## config.mk

```make
export PLATFORM = sky130hd
export DESIGN_NAME = piggy_coin_formatter
export DESIGN_NICKNAME = d
export VERILOG_FILES = /design/src/rtl/piggy_coin_formatter.sv
export SDC_FILE = /design/constraint.sdc
export NUM_CORES = 1
export LEC_CHECK = 0
export CORE_ASPECT_RATIO = 0.8
export CORE_UTILIZATION = 62
export CTS_CLUSTER_SIZE = 25
export DETAILED_ROUTE_END_ITERATION = 16
export PLACE_DENSITY = 0.87
export REMOVE_ABC_BUFFERS = 1
export SKIP_LAST_GASP = 1
export SLEW_MARGIN = 20
export SYNTH_ARGS = -nofsm -noshare
export SYNTH_HDL_FRONTEND = slang
export SYNTH_SLANG_ARGS = --single-unit
```

## constraint.sdc

```tcl
create_clock -name clk -period 5.3 [get_ports clk]
set_clock_uncertainty 0.05 [all_clocks]
set_input_delay 1.06 -clock clk [delete_from_list [all_inputs] [get_ports clk]]
set_output_delay 1.06 -clock clk [all_outputs]
set_load 0.05 [all_outputs]
```

## src/rtl/piggy_coin_formatter.sv

```systemverilog
// Piggy-bank coin accumulator and decimal ASCII report formatter.
// Sums coin pulses into a saturating total and streams "<digits> CR LF" to a UART TX.
module piggy_coin_formatter #(
  parameter int unsigned TOTAL_W       = 14,
  parameter int unsigned MAX_TOTAL     = 9999,
  parameter bit          CLEAR_ON_SEND = 1'b0
) (
  input  logic               clk,
  input  logic               rst,
  input  logic               coin10,
  input  logic               coin5,
  input  logic               coin2,
  input  logic               coin1,
  input  logic               send,
  input  logic               tx_ready,
  output logic               tx_valid,
  output logic [7:0]         tx_data,
  output logic [TOTAL_W-1:0] total,
  output logic               busy,
  output logic               send_dropped
);

  localparam int unsigned SUM_W  = TOTAL_W + 1;
  localparam int unsigned DIGITS = 4;
  localparam int unsigned BCD_W  = 4 * DIGITS;
  localparam int unsigned DD_W   = BCD_W + TOTAL_W;
  localparam int unsigned CNT_W  = $clog2(TOTAL_W + 1);

  localparam logic [2:0] ST_IDLE    = 3'd0;
  localparam logic [2:0] ST_CONVERT = 3'd1;
  localparam logic [2:0] ST_EMIT    = 3'd2;
  localparam logic [2:0] ST_CR      = 3'd3;
  localparam logic [2:0] ST_LF      = 3'd4;

  localparam logic [7:0] ASCII_ZERO = 8'h30;
  localparam logic [7:0] ASCII_CR   = 8'h0D;
  localparam logic [7:0] ASCII_LF   = 8'h0A;

  logic [2:0]         state, state_next;
  logic [CNT_W-1:0]   cnt, cnt_next;
  logic [TOTAL_W-1:0] bin_sr, bin_sr_next;
  logic [BCD_W-1:0]   bcd, bcd_next;
  logic [1:0]         dig_idx, dig_idx_next;
  logic               tx_valid_next;
  logic [7:0]         tx_data_next;
  logic               busy_next;
  logic               send_dropped_next;
  logic [TOTAL_W-1:0] total_next;
  logic               send_accept;

  logic [4:0]         coin_inc;
  logic [SUM_W-1:0]   acc_base;
  logic [SUM_W-1:0]   acc_sum;
  logic [DD_W-1:0]    dd_out;
  logic [BCD_W-1:0]   dd_bcd;
  logic [1:0]         lead_idx;
  logic [3:0]         cur_digit;

  // One double-dabble step: add 3 to every BCD digit >= 5, then shift left.
  function automatic logic [DD_W-1:0] dd_step(input logic [BCD_W-1:0] b_in,
                                              input logic [TOTAL_W-1:0] s_in);
    logic [BCD_W-1:0] b;
    b = b_in;
    for (int i = 0; i < int'(DIGITS); i++) begin
      if (b[i*4 +: 4] >= 4'd5) begin
        b[i*4 +: 4] = b[i*4 +: 4] + 4'd3;
      end
    end
    return {b[BCD_W-2:0], s_in, 1'b0};
  endfunction

  assign dd_out = dd_step(bcd, bin_sr);
  assign dd_bcd = dd_out[DD_W-1 -: BCD_W];

  // Most significant non-zero digit of the finished conversion; digit 0 if all zero.
  always_comb begin
    lead_idx = 2'd0;
    if (dd_bcd[15:12] != 4'd0) begin
      lead_idx = 2'd3;
    end else if (dd_bcd[11:8] != 4'd0) begin
      lead_idx = 2'd2;
    end else if (dd_bcd[7:4] != 4'd0) begin
      lead_idx = 2'd1;
    end
  end

  always_comb begin
    cur_digit = bcd[3:0];
    case (dig_idx)
      2'd3:    cur_digit = bcd[15:12];
      2'd2:    cur_digit = bcd[11:8];
      2'd1:    cur_digit = bcd[7:4];
      default: cur_digit = bcd[3:0];
    endcase
  end

  // Saturating accumulator; the sum is one bit wider so it cannot wrap before the clamp.
  always_comb begin
    coin_inc = (coin10 ? 5'd10 : 5'd0) + (coin5 ? 5'd5 : 5'd0)
             + (coin2 ? 5'd2 : 5'd0) + (coin1 ? 5'd1 : 5'd0);
    acc_base = (CLEAR_ON_SEND && send_accept) ? '0 : {1'b0, total};
    acc_sum  = acc_base + SUM_W'(coin_inc);
    total_next = (acc_sum > SUM_W'(MAX_TOTAL)) ? TOTAL_W'(MAX_TOTAL)
                                               : acc_sum[TOTAL_W-1:0];
  end

  // Next-state and registered-output logic for the report sequencer.
  always_comb begin
    state_next        = state;
    cnt_next          = cnt;
    bin_sr_next       = bin_sr;
    bcd_next          = bcd;
    dig_idx_next      = dig_idx;
    tx_valid_next     = tx_valid;
    tx_data_next      = tx_data;
    send_accept       = 1'b0;
    send_dropped_next = 1'b0;

    case (state)
      ST_IDLE: begin
        if (send) begin
          send_accept = 1'b1;
          state_next  = ST_CONVERT;
          cnt_next    = '0;
          bin_sr_next = total;
          bcd_next    = '0;
        end
      end
      ST_CONVERT: begin
        {bcd_next, bin_sr_next} = dd_out;
        cnt_next = cnt + CNT_W'(1);
        if (cnt == CNT_W'(TOTAL_W - 1)) begin
          state_next   = ST_EMIT;
          dig_idx_next = lead_idx;
        end
      end
      ST_EMIT: begin
        if (!tx_valid) begin
          tx_valid_next = 1'b1;
          tx_data_next  = ASCII_ZERO + 8'(cur_digit);
        end else if (tx_ready) begin
          tx_valid_next = 1'b0;
          if (dig_idx == 2'd0) begin
            state_next = ST_CR;
          end else begin
            dig_idx_next = dig_idx - 2'd1;
          end
        end
      end
      ST_CR: begin
        if (!tx_valid) begin
          tx_valid_next = 1'b1;
          tx_data_next  = ASCII_CR;
        end else if (tx_ready) begin
          tx_valid_next = 1'b0;
          state_next    = ST_LF;
        end
      end
      ST_LF: begin
        if (!tx_valid) begin
          tx_valid_next = 1'b1;
          tx_data_next  = ASCII_LF;
        end else if (tx_ready) begin
          tx_valid_next = 1'b0;
          state_next    = ST_IDLE;
        end
      end
      default: begin
        state_next    = ST_IDLE;
        tx_valid_next = 1'b0;
      end
    endcase

    if (send && (state != ST_IDLE)) begin
      send_dropped_next = 1'b1;
    end
    busy_next = (state_next != ST_IDLE);
  end

  always_ff @(posedge clk or posedge rst) begin
    if (rst) begin
      state        <= ST_IDLE;
      cnt          <= '0;
      bin_sr       <= '0;
      bcd          <= '0;
      dig_idx      <= 2'd0;
      tx_valid     <= 1'b0;
      tx_data      <= 8'h00;
      busy         <= 1'b0;
      send_dropped <= 1'b0;
      total        <= '0;
    end else begin
      state        <= state_next;
      cnt          <= cnt_next;
      bin_sr       <= bin_sr_next;
      bcd          <= bcd_next;
      dig_idx      <= dig_idx_next;
      tx_valid     <= tx_valid_next;
      tx_data      <= tx_data_next;
      busy         <= busy_next;
      send_dropped <= send_dropped_next;
      total        <= total_next;
    end
  end

endmodule

```

# == Word-level counts from Yosys, hierarchy flattened ==
# Cells that the tools add are included.
# word_totals
regBits,64
output_inout_bits,25
# classes
add_sub_neg,11
n_lt_le_gt_ge,5
eq_ne,16
n_mux,42
n_reduce_logical,16
# ops
op,count
3-bit 2-to-1 mux,11
16-bit case mux with 2 select lines,1
14-bit 2-to-1 mux,2
14-bit case mux with 2 select lines,1
8-bit 2-to-1 mux,3
8-bit case mux with 3 select lines,1
4-bit 2-to-1 mux,5
4-bit by 3-bit >= comparator with 1-bit output (second input constant),4
16-bit 2-to-1 mux,1
2-bit != test (second input constant),8
14-bit by 5-bit adder with 15-bit output,1
15-bit by 14-bit greater-than comparator with 1-bit output (second input constant),1
3-bit case mux with 5 select lines,1
2-bit 2-to-1 mux,7
4-bit by 2-bit adder with 4-bit output (second input constant),3
4-bit case mux with 3 select lines,1
4-bit nonzero test,3
3-bit nonzero test,3
4-bit case mux with 2 select lines,1
6-bit by 4-bit adder with 7-bit output (first input constant),1
3-bit by 2-bit equality test with 1-bit output (second input constant),2
4-bit by 3-bit adder with 5-bit output,1
5-bit by 1-bit adder with 5-bit output,1
5-bit by 2-bit adder with 5-bit output,1
20 further kinds,26

# == Longest topological paths before layout ==
# Gate-level depths: netlist of run 1.
# logic_depth
word_depth,8
depth_mapped,12

# == Least setup slack after synthesis of run 1 ==
# OpenSTA, ideal clock, no wires.
# synth_timing
kind,input port to flip-flop
start,input port coin10
end,register total[5]
setup_ns,0.066
t_arrival_ns,3.410
required_time_ns,5.184
setup_slack_ns,1.774
path_stages,12
path_buffers,1
cell_sequence,inv_1 fa_1 inv_1 ha_1 fa_1 nand3_1 and2_1 buf_2 nor4b_2 o22ai_1 a41oi_4 and2_1
# synth_via
elab_chain_cells,7
# synth_lines
item,line,source
"start, declared",10,"input logic coin10,"
4-bit 2-to-1 mux (*),99,coin_inc = (coin10 ? 5'd10 : 5'd0) + (coin5 ? 5'd5 : 5'd0)
4-bit by 3-bit adder with 5-bit output (*),99,
5-bit by 2-bit adder with 5-bit output (*),100,+ (coin2 ? 5'd2 : 5'd0) + (coin1 ? 5'd1 : 5'd0);
5-bit by 1-bit adder with 5-bit output (*),100,
14-bit by 5-bit adder with 15-bit output (*),102,acc_sum = acc_base + SUM_W'(coin_inc);
15-bit by 14-bit greater-than comparator with 1-bit output,103,total_next = (acc_sum > SUM_W'(MAX_TOTAL)) ? TOTAL_W'(MAX_TOTAL)
14-bit 2-to-1 mux (*),103,
named net total_next[5],48,logic [TOTAL_W-1:0] total_next;
"end signal, assigned",202,total <= total_next;
"end, declared",18,"output logic [TOTAL_W-1:0] total,"
# Mark *: on every way through the listed nets, which the timed path passes. The rest lies on a longest branch.
# A chain may end at the register's enable or synchronous reset.

# == Worst setup path after layout of run 1 ==
# layout_timing
start,input port coin10
end,register total[6]
# The elaborated chain is that of the path after synthesis.

==> results of run 1 <==
-- state kept, by name, summed over array words and instances (netlist names), 2 cells and up --
register	count
bcd	16
bin_sr	14
total	14
tx_data	5
cnt	4
state	3
dig_idx	2
-- area by class of cell --
class	count	area, um^2
Sequential cell	61	1530
Fill cell	400	1390
Tap cell	78	97.6
Multi-Input combinational cell	297	1960
Inverter	24	90.1
Clock inverter	5	60.1
Clock buffer	11	141
Timing Repair Buffer	33	323
-- through the flow --
step	area [um^2]	utilization	cells	power (W)	worst slack (ns)
floorplan	3570	-	382	0.00204	1.79
global placement	4000	0.715	493	0.00239	1.16
detailed placement	4000	0.715	493	0.00246	1.01
CTS	4200	0.751	509	0.00290	1.35
global route	4200	0.751	509	0.00313	1.17
finish	4200	0.751	509	0.00290	1.35
-- how the worst max path moves through the flow --
stage | end | depth (start not counted) | slack [ns]
floorplan | total[5] | 11 | 1.79
global placement | total[6] | 12 | 1.16
detailed placement | total[7] | 12 | 1.01
CTS | total[6] | 12 | 1.35
global route | total[6] | 12 | 1.17
finish | total[6] | 12 | 1.35
-- cells in the mapped netlist, types with 2 or more instances --
library cell	n
xor2_1	5
and2_1	6
a32o_1	3
nor2b_1	4
xnor2_1	12
ha_1	20
a21oi_2	2
a21oi_1	18
a222oi_1	4
nand3_1	25
buf_4	4
o21ai_2	2
o22ai_1	14
o21ai_0	22
inv_1	23
nor2_1	46
nor3b_1	6
buf_2	6
clkbuf_1	9
nand4_1	3
o31ai_1	7
or3_1	4
nor3_1	7
fa_1	3
nand2b_1	7
o21ai_1	8
o211ai_1	2
a21o_1	4
a211oi_1	3
nand2_1	33
dfrtp_1	61
-- critical path, stage by stage --
cell,delay (ns)
clkdlybuf4s50_1,0.49
inv_1,0.07
fa_1,0.53
inv_1,0.04
ha_1,0.24
fa_1,0.42
nand3_1,0.16
and2_1,0.26
nor4b_2,0.24
o22ai_1,0.17
a41oi_4,0.32
and2_1,0.17
-- per-layer routing --
layer / vias to the layer above / track usage
met1: 1461 / 0.368
met4: 0 / 0.0965
met2: 108 / 0.438
met5: - / 0
li1: 1463 / -
met3: 12 / 0.0583
-- power by group through the flow --
stage / registers (W) / clock network [W] / logic [W]
2_1_floorplan: 0.00109 / 0 / 0.000950
3_3_place_gp: 0.000918 / 0 / 0.00148
3_5_place_dp: 0.000926 / 0 / 0.00154
4_1_cts: 0.000924 / 0.000421 / 0.00156
5_1_grt: 0.000958 / 0.000440 / 0.00173
6_report: 0.000929 / 0.000415 / 0.00156
-- cells by family (layout without fill, tap and decap cells) --
group	after synthesis	in the layout	share of synthesized area
adder cells (fa/ha/maj)	23	23	0.0846
multiplexers	2	2	0.00580
AND/OR/NAND/NOR	146	146	0.193
XOR/XNOR	18	18	0.0450
flip-flops	61	61	0.416
AO/OA/AOI/OAI	106	106	0.203
other	1	2	0.00102
buffers and inverters	44	73	0.0512
-- cells in the final DEF, fill, tap and decap left out, drive strengths merged, types with 2 or more instances in the layout --
master / count
dfrtp: 61
nor2: 47
nand2: 33
o21ai: 32
clkdlybuf4s50: 30
nand3: 25
inv: 24
ha: 20
a21oi: 20
o22ai: 14
xnor2: 12
clkbuf: 11
nor3: 7
nand2b: 7
o31ai: 7
and2: 6
nor3b: 6
xor2: 6
or3: 4
a222oi: 4
a21o: 4
nor2b: 4
clkinvlp: 4
a211oi: 4
nand4: 4
a32o: 3
fa: 3
buf: 3
o211ai: 3
conb: 2
a311oi: 2
a2111oi: 2
a31oi: 2
==> metrics.txt, run 1 <==
clk buf depth 2; Worst-Skew Late Latency 0.34 ns; via count between 3000 and 4000; worst hold path depth 2; H-tree levels 3; CORE AREA between 5000 and 6000 um^2; Reg clk slew, reported paths about 0.07 ns; diodes inserted 0; PostCTS Resize Cnt 0; final setup fails 0; Slew Limit Fails 0; vias per inst 5.98; crit path launch coin10; CP Capture Type register; WHS ~0.45 ns; Syn-to-layout area delta 14.4%; area share of the largest cell type after synthesis 0.416; cell-internal power about 0.0015 W; Sw Share 0.480; Max Cap Viol 0; DRC viols 0; largest net degree at the start of global routing 62; Starting DRT DRC Count ~320; IO Count 33; WL/cell between 15 and 20 um; Synth area leaders dfrtp_1, ha_1, nor2_1; PortBufs 30; Die H approximately 71 um; post-CTS setup repair buffer count 0; setup_tns 0 ns; Critical Path RT between 5 and 6 ns; met2 wire len approximately 3800 um; status completed; router iterations before antenna repair 6; antenna viol nets, final 0; worst r2r src total[1]; min Tclk post-route around 3.9 ns; Tot GR Track Use 0.273; clock sink total 61; gr ovfl total 0; R2R depth 11; share of power burned in registers 0.320; area leader, netlist dfrtp_1; ys flop type dfrtp_1; Syn Std Cell Area about 3700 um^2; initial antenna violation count 0; nets 457; post-synth cell types just under 60; Seq/Total Area, Yosys 0.416; peak supply drop between 0.0002 and 0.0003 V; M1 WL 3520 um; synthesized flop and latch total about 60; reg2reg end total[6]; crit path kind in2reg; crit path max fanout 7; Critical Path AT around 4.2 ns; share of synthesized flip-flops with an asynchronous set or reset 1.00; DIE AREA a little over 6000 um^2; vias in the first global route 2901; HP Start bin_sr[11]; hold path endpoint bin_sr[11]; number of clock buffers inserted by TritonCTS 9; Mapped Cells approximately 400; CTS tree built; pwr dens slightly below 700 nW/um^2; placer congestion estimate between 0.8 and 0.9; syn_area_per_cell around 9 um^2; Yosys Warn Count 0; Lkg Pwr 1.79 nW; row count 24; CTS Hold Bufs 0; Top Metal Used met4; number of flops mapped to enable cells by yosys 0; hold crit path type reg2reg; first-pass GRT wire length 13200 um; crit share post-route 0.745; DP Wirelength ~5400 um; Net Sw Power between 0.001 and 0.0015 W; fmax approximately 0.25 GHz; Setup crit start kind input port; Slew HR 0.502; Routed WL 7820 um; slew at the pin closest to its max-slew limit 0.741 ns; Die X around 88 um; ratio of cells with drive above 1 in the final layout 0.0858; unrepaired setup endpoints after global routing false; Root Driver clkbuf_8; Clock power frac 0.143; final hold violation count 0; Initial Utilization 0.657; combinational share of power 0.537; met3 wire len about 400 um; Reg2Reg Setup Slack around 2.3 ns
Power figures use the tool's default switching activity.
==> inputs of run 2 (changes only) <==
--- a/config.mk
+++ b/config.mk
@@ -6,10 +6,10 @@
 export NUM_CORES = 1
 export LEC_CHECK = 0
 export CORE_ASPECT_RATIO = 0.8
-export CORE_UTILIZATION = 62
+export CORE_UTILIZATION = 52
 export CTS_CLUSTER_SIZE = 25
 export DETAILED_ROUTE_END_ITERATION = 16
-export PLACE_DENSITY = 0.87
+export PLACE_DENSITY = 0.78
 export REMOVE_ABC_BUFFERS = 1
 export SKIP_LAST_GASP = 1
 export SLEW_MARGIN = 20
==> constraint.sdc (replaced) <==
create_clock -name clk -period 3.4 [get_ports clk]
set_clock_uncertainty 0.05 [all_clocks]
set_input_delay 0.68 -clock clk [delete_from_list [all_inputs] [get_ports clk]]
set_output_delay 0.68 -clock clk [all_outputs]
set_load 0.05 [all_outputs]
==> metrics.txt, run 2 (same netlist as run 1, synthesis figures left out) <==
status completed; number of clock buffers inserted by TritonCTS 9; final worst slack 0.126 ns; unrepaired setup endpoints after global routing false; crit share post-route 0.963; router iterations before antenna repair 5; commonest non-fill, non-tap cells in the layout dfrtp_1, nor2_1, nand2_1; largest net degree at the start of global routing 50; vias in the first global route slightly below 3000; nets roughly 480; Routed WL just over 8000 um; diodes inserted 0; Slew HR 0.524; placer congestion estimate about 0.9; Critical Path AT ~3.4 ns; commonest non-fill, non-tap cell in the layout dfrtp_1; slew at the pin closest to its max-slew limit between 0.7 and 0.8 ns; Finished Core Util 0.661; Max Cap Viol 0; pwr dens roughly 1100 nW/um^2; Worst-Skew Late Latency between 0.3 and 0.4 ns; post-CTS setup repair buffer count 0; via count just over 3000; min Tclk post-route about 3.3 ns; Slew Limit Fails 0; CTS tree built; Setup crit start kind input port; PortBufs 30; Largest Register bcd; peak supply drop about 0.00042 V; DIE AREA between 7000 and 8000 um^2; Critical Path RT between 3 and 4 ns; initial antenna violation count 0; flip-flop count of the largest register after layout 16; Reg clk slew, reported paths approximately 0.07 ns; DP Wirelength 5650 um; WL/cell about 15 um; CP Capture Type register; Die H 77.1 um; row count 26; crit path max fanout 3; Tot GR Track Use 0.244; Starting DRT DRC Count between 200 and 250; crit path kind in2reg; H-tree levels 3; clock sink total ~60; hold crit path type reg2reg; Die X ~96 um; clk buf depth 2; IO Count 33; antenna viol nets, final 0; dpl ws -0.352 ns; final setup fails 0; Largest regs bcd (16), bin_sr (14), total (14); CORE AREA ~6600 um^2; vias per inst between 5 and 6; DRC viols 0; Initial Utilization 0.556; final instance area around 4400 um^2; gr ovfl total 0; Syn-to-layout area delta 19.0%; first-pass GRT wire length roughly 14000 um; Placed Area between 4000 and 5000 um^2; ratio of cells with drive above 1 in the final layout 0.136; Lkg Pwr roughly 1.9 nW; fmax roughly 0.31 GHz; Root Driver clkbuf_8; final hold violation count 0
==> run 2: per-stage QoR <==
step / hold slack (ns) / total power (W) / cells / TNS [ns]
2_1_floorplan: 0.399 / 0.00318 / 382 / 0
3_3_place_gp: 0.415 / 0.00389 / 517 / -2.16
3_5_place_dp: 0.413 / 0.00398 / 517 / -3.37
4_1_cts: 0.425 / 0.00465 / 533 / 0
5_1_grt: 0.463 / 0.00508 / 533 / 0
6_report: 0.427 / 0.00469 / 533 / 0
==> run 2: area by class of cell <==
class / instances / area (um^2)
clock buffer: 14 / 183
timing repair buffer: 51 / 458
inverter: 24 / 90.1
clock inverter: 2 / 15.0
multi-input combinational: 297 / 1990
tap: 84 / 105
fill: 520 / 2240
sequential: 61 / 1530
==> run 2: worst paths after layout <==
path                             from         to  slack [ns]  cells after the start
max reg2reg                  total[1]   total[4]        0.60                     11
max                            coin10   total[4]        0.13                     12
max in group asynchronous         rst  total[10]        1.98                      3
min reg2reg                bin_sr[13]     bcd[0]        0.43                      2
min in group asynchronous         rst   total[0]        0.65                      2
min                        bin_sr[13]     bcd[0]        0.43                      2
==> run 2: worst max-delay path, cell delays in order <==
cell and delay [ns]:
clkdlybuf4s50_1 0.47, inv_1 0.06, fa_1 0.53, inv_1 0.04, ha_2 0.19, buf_4 0.14, a211oi_2 0.27, o21ba_2 0.23
nor2_1 0.09, xnor2_1 0.26, nor2_1 0.09, a2111oi_1 0.39
==> run 2: repair_timing <==
item / CTS / global route
endpoints found under the hold margin: 0 / 0
endpoints found under the setup margin: 0 / 8
gates resized for setup: 0 / 7
hold buffers: 0 / 0
==> run 2: where the power goes <==
group | switching (W) | internal [W] | leakage [nW]
combinational | 0.00154 | 0.00108 | 1.05
sequential | 0.000392 | 0.00105 | 0.749
clock | 0.000285 | 0.000345 | 0.0949
total | 0.00222 | 0.00247 | 1.89
==> run 2: metal layers <==
metal  up-vias  part of all wire  wire [um]  GRT usage
met5         -                 0          0          0
met4         0             0.014        112     0.0627
met3        11             0.046        373     0.0804
met2        82              0.45       3680      0.366
met1      1490              0.49       3940      0.339
li1       1499                 -          -          -
==> inputs of run 3 (changes only) <==
--- a/config.mk
+++ b/config.mk
@@ -5,6 +5,7 @@
 export SDC_FILE = /design/constraint.sdc
 export NUM_CORES = 1
 export LEC_CHECK = 0
+export CAP_MARGIN = 0
 export CORE_ASPECT_RATIO = 0.8
 export CORE_UTILIZATION = 52
 export CTS_CLUSTER_SIZE = 25
==> results of run 3 <==
Final layout, timing and power as in run 2 (identical DEF).
